<file path="config.mk">
export PLATFORM = sky130hd
export DESIGN_NAME = rvfpm_xif_issue_buffer
export DESIGN_NICKNAME = d
export VERILOG_FILES = /design/src/rtl/rvfpm_xif_issue_buffer.sv
export SDC_FILE = /design/constraint.sdc
export NUM_CORES = 1
export LEC_CHECK = 0
export ABC_AREA = 0
export CAP_MARGIN = 15
export CELL_PAD_IN_SITES_DETAIL_PLACEMENT = 0
export CELL_PAD_IN_SITES_GLOBAL_PLACEMENT = 1
export CORE_MARGIN = 2
export CORE_UTILIZATION = 45
export DETAILED_ROUTE_END_ITERATION = 6
export PLACE_DENSITY_LB_ADDON = 0.3
export SLEW_MARGIN = 20
export SYNTH_ARGS = -nofsm -noshare
export SYNTH_HDL_FRONTEND = slang
export SYNTH_SLANG_ARGS = --single-unit
</file>
<file path="constraint.sdc">
create_clock -name ck -period 5.8 [get_ports ck]
set_input_delay 0.87 -clock ck [delete_from_list [all_inputs] [get_ports ck]]
set_output_delay 0.87 -clock ck [all_outputs]
set_load 0.005 [all_outputs]
</file>
<file path="src/rtl/rvfpm_xif_issue_buffer.sv">
// In-order issue buffer between the XIF issue/commit interfaces and the FP core.
// Optional flush input enabled by defining RVFPM_IBUF_FLUSH_EN.
module rvfpm_xif_issue_buffer #(
  parameter int DEPTH      = 4,
  parameter int XLEN       = 32,
  parameter int X_ID_WIDTH = 4,
  parameter int X_NUM_RS   = 3,
  localparam int AW        = $clog2(DEPTH)
) (
  input  logic                       ck,
  input  logic                       rst_n,
  input  logic                       issue_valid,
  output logic                       issue_ready,
  input  logic                       issue_accept,
  input  logic [31:0]                issue_instr,
  input  logic [X_ID_WIDTH-1:0]      issue_id,
  input  logic [X_NUM_RS*XLEN-1:0]   issue_rs,
  input  logic [X_NUM_RS-1:0]        issue_rs_valid,
  input  logic [X_NUM_RS-1:0]        use_rs,
  input  logic                       commit_valid,
  input  logic [X_ID_WIDTH-1:0]      commit_id,
  input  logic                       commit_kill,
`ifdef RVFPM_IBUF_FLUSH_EN
  input  logic                       flush,
`endif
  output logic                       exec_valid,
  input  logic                       exec_ready,
  output logic [31:0]                exec_instr,
  output logic [X_ID_WIDTH-1:0]      exec_id,
  output logic [X_NUM_RS*XLEN-1:0]   exec_rs,
  output logic [AW:0]                count
);

  typedef enum logic [1:0] {ST_PEND = 2'd0, ST_COMM = 2'd1, ST_KILL = 2'd2} st_e;

  st_e                      st_q    [DEPTH];
  st_e                      st_d    [DEPTH];
  logic [31:0]              instr_q [DEPTH];
  logic [X_ID_WIDTH-1:0]    id_q    [DEPTH];
  logic [X_NUM_RS*XLEN-1:0] rs_q    [DEPTH];

  logic [AW:0]    wptr_q, wptr_d, rptr_q, rptr_d;
  logic [AW-1:0]  head, tail;
  logic [DEPTH-1:0] occ;
  logic full, rs_ok, push, pop, head_comm, head_kill, flush_w;
  st_e  push_st;

`ifdef RVFPM_IBUF_FLUSH_EN
  assign flush_w = flush;
`else
  assign flush_w = 1'b0;
`endif

  assign head  = rptr_q[AW-1:0];
  assign tail  = wptr_q[AW-1:0];
  assign count = wptr_q - rptr_q;
  assign full  = (wptr_q[AW] != rptr_q[AW]) && (wptr_q[AW-1:0] == rptr_q[AW-1:0]);

  // Every operand the predecoder marks as used must already be valid.
  assign rs_ok       = &(~use_rs | issue_rs_valid);
  assign issue_ready = !full && rs_ok;
  assign push        = issue_valid && issue_ready && issue_accept;

  assign head_comm = (count != '0) && (st_q[head] == ST_COMM);
  assign head_kill = (count != '0) && (st_q[head] == ST_KILL);
  assign pop       = (head_comm && exec_ready) || head_kill;

  assign exec_valid = head_comm;
  assign exec_instr = instr_q[head];
  assign exec_id    = id_q[head];
  assign exec_rs    = rs_q[head];

  // Slot is live when its distance from the head is below the occupancy.
  for (genvar g = 0; g < DEPTH; g++) begin : g_occ
    logic [AW-1:0] off;
    assign off    = AW'(g) - head;
    assign occ[g] = {1'b0, off} < count;
  end

  always_comb begin
    push_st = ST_PEND;
    if (flush_w)
      push_st = ST_KILL;
    else if (commit_valid && (commit_id == issue_id))
      push_st = commit_kill ? ST_KILL : ST_COMM;
  end

  always_comb begin
    for (int i = 0; i < DEPTH; i++) begin
      st_d[i] = st_q[i];
      if (occ[i] && (st_q[i] == ST_PEND)) begin
        if (flush_w)
          st_d[i] = ST_KILL;
        else if (commit_valid && (commit_id == id_q[i]))
          st_d[i] = commit_kill ? ST_KILL : ST_COMM;
      end
      if (push && (tail == AW'(i)))
        st_d[i] = push_st;
    end
  end

  assign wptr_d = wptr_q + (AW+1)'(push);
  assign rptr_d = rptr_q + (AW+1)'(pop);

  always_ff @(posedge ck or negedge rst_n) begin
    if (!rst_n) begin
      wptr_q <= '0;
      rptr_q <= '0;
      for (int i = 0; i < DEPTH; i++) st_q[i] <= ST_PEND;
    end else begin
      wptr_q <= wptr_d;
      rptr_q <= rptr_d;
      for (int i = 0; i < DEPTH; i++) st_q[i] <= st_d[i];
    end
  end

  // Payload needs no reset: occupancy and state gate every use of it.
  always_ff @(posedge ck) begin
    if (push) begin
      instr_q[tail] <= issue_instr;
      id_q[tail]    <= issue_id;
      rs_q[tail]    <= issue_rs;
    end
  end

endmodule

</file>
==> metrics.cfg <==
[critical_path]
r2r_end=instr_q[2][16]$_DFFE_PP_
critPathMaxStageDelay_ns=0.64
crit_fanout=84
end_kind=output port
crit_arrival_ns=3.20
critPathKind=reg2out
reg2reg_from=rptr_q[1]$_DFF_PN0_
reg2regPathDepth=6
critPathTopFamily=buffers and inverters
crit_buf_inv=2
crit_chain=buf_12 -> mux4_2 -> nor3b_1 -> clkdlybuf4s50_1
worst_setup_path_start_kind=register
rrSetupSlack_ns=2.66
cp_slowest_cell=dfrtp_4
crit_required_ns=4.93

[detailed_routing]
antenna_left=0
drt_iter0_markers=640
vias_per_cell=5.257
top_layer=met5
routed_wl_mm=39.75
drc=0
num_vias=9300
dr.pass1.iters=5
wirelength_met1_mm=16.90
wl_met2_mm=19.39
wl_per_cell_um=22.47
wl_met3_mm=2.438

[logic_synthesis]
syn_nets=980
yosys_most_used_dff=edfxtp_1
netlist_top_cells_count=528 x edfxtp_1, 134 x mux4_2, 22 x xor2_1
syn-cell-area_sq_um=20240
synthTopCellsByArea=edfxtp_1 78%, mux4_2 15%, dfrtp_1 1.7%
synth_cell_type_count=31
yosysTopAreaCell=edfxtp_1
synth_top_area_share_pct=78.33
synth-edff-count=528
postSynthCellCount=819
synth_warnings=0
async_flop_share_pct=2.583
synth.most_common_cell=edfxtp_1
ys_seq_elements=542
syn_avg_cell_area_sq_um=24.71
synth-seq-area-share_pct=80.06

[timing]
finalHoldViolCount=0
finalWorstSetupSlack_ns=1.725
worst_slew_pin_slew_ns=0.8690
finalSetupTns_ns=0
finalCritPeriodShare_pct=70.25
slew_viol_final=0
finalSetupViolCount=0
clock_skew_ns=0.01192
fmax_mhz=245.4
slew_headroom_pct=42.07
min_period_ns=4.075
rsz0062_at_grt=false
hold_slack_ns=0.5154

[floorplan]
rows=77
dieArea_sq_um=46690
core_sq_um=44320
initial_core_util_pct=45.67
die_h_um=216.1
die_x_um=216.1
io_pins=286

[global_route]
grtUsageTotal_pct=17.02
grt_pass1_vias=9618
grt_pass1_wl_mm=59.26
antenna_found_initial=3
overflow=0
grt_max_degree=85

[finish]
n_fill_cell=3241
drive_above_1_share_pct=18.95
fin_nets=1297
num_antenna_cells=0
areaGrowthSynthToFinish_pct=25.83

[pwr]
seq_power_share_pct=41.5
ir_drop_mv=0.3047
p_comb_share_pct=30.0
p_sw_share_pct=25.89
pwr-share-clk_pct=28.4
p_leak_nw=8.208
pwr_density_cell_nw_per_um2=445.1
p_int_mw=8.401
p_switching_mw=2.934

[flow_run]
maxCapViolCount=0

[clock_network]
clk_pin_slew_ns=0.06
holdBufCountCts=0
cts_resized=0
clock-sinks=542
cts_made_buffers=53
htree_levels=2
cts_tree=built
cts_root_buf=clkbuf_16
clock_latency_ns=0.59
post_cts_buffers=0
cts_buffer_depth=3

[run_status]
outcome=finished, final reports clean

[hold_path]
worst_hold_startpoint=wptr_q[2]$_DFF_PN0_
min_to=wptr_q[2]$_DFF_PN0_
worstHoldPathType=reg2reg
min_path_cells=1

[placement]
gp_congestion=0.7761
port-buffer-count=285
pre_cts_slack_ns=1.769
dp_hpwl_mm=24.11

-- cell families (layout without fill, tap and decap cells) --
family,count (synthesis),count (layout),synth area share [%]
buffers and inverters,52,410,1.230
AOI/OAI and AO/OA,13,13,0.4945
adders and majority gates,12,12,0.7789
DFF,542,542,80.06
and+or+nand+nor,32,32,0.9211
muxes,143,143,15.36
xor gates and xnor gates,25,25,1.150
-- worst reg2reg max path: cells and delay by family (launching register included) --
| family | cells | cell delay (ns) |
|---|---|---|
| buffers and inverters | 3 | 1.26 |
| flip-flops | 1 | 0.76 |
| AND/OR/NAND/NOR | 2 | 0.49 |
| adder cells (fa/ha/maj) | 1 | 0.30 |
-- registers in the layout, summed over array words and instances, names as in the netlist --
register  flops
rs_q        384
instr_q     128
id_q         16
st_q          8
rptr_q        3
wptr_q        3
-- cell usage in the layout (no fill, tap or decap), types with 8 or more instances in the layout --
cell,count
edfxtp_1,528
clkdlybuf4s50_1,285
mux4_2,134
clkbuf_16,55
xor2_1,22
clkinv_1,16
inv_1,12
dfrtp_1,12
ha_1,11
clkbuf_1,11
a41oi_1,8
mux2i_1,8
clkinv_2,8
-- through the flow --
stage / cell area (sq um) / utilization (%) / std cells / power, mW
2_1_floorplan: 20240 / - / 819 / 6.547
3_3_place_gp: 23830 / 53.77 / 1673 / 8.267
3_5_place_dp: 23830 / 53.77 / 1673 / 8.271
4_1_cts: 25470 / 57.47 / 1769 / 11.51
5_1_grt: 25470 / 57.47 / 1769 / 11.84
6_report: 25470 / 57.47 / 1769 / 11.34
-- worst max-delay path by stage --
stage	start	end	slack, ns	cells past startpoint
after detailed placement	issue_rs_valid[0]	instr_q[2][15]$_DFFE_PP_	1.77	6
final	rptr_q[0]$_DFF_PN0_	exec_valid	1.73	4
after floorplan	issue_rs_valid[0]	id_q[0][0]$_DFFE_PP_	1.01	4
after CTS	rptr_q[0]$_DFF_PN0_	exec_valid	1.58	4
after global routing	rptr_q[0]$_DFF_PN0_	exec_valid	1.50	4
after global placement	issue_rs_valid[0]	rs_q[0][29]$_DFFE_PP_	1.81	6
-- final cells by class --
class | instances | area (sq um) | share of cell area, %
Clock buffer | 66 | 1418 | 5.566
Clock inverter | 30 | 220.2 | 0.8647
Inverter | 17 | 80.08 | 0.3144
Multi-Input combinational cell | 225 | 3791 | 14.89
Sequential cell | 542 | 16210 | 63.66
Tap cell | 592 | 740.7 | 2.908
Timing Repair Buffer | 297 | 3005 | 11.80
-- metal layers --
layer / GRT usage [%] / vias up
met4: 5.982 / 6
met2: 26.97 / 281
met1: 23.49 / 4821
met5: 0 / -
li1: - / 4125
met3: 3.916 / 67
-- power groups by stage --
stage	clock network (mW)	logic [mW]	registers, mW
floorplan	0	1.85	4.70
global placement	0	3.48	4.79
detailed placement	0	3.47	4.80
CTS	3.30	3.49	4.72
global route	3.45	3.66	4.74
finish	3.22	3.40	4.71
Note: power is estimated with default switching activity, not from simulation.
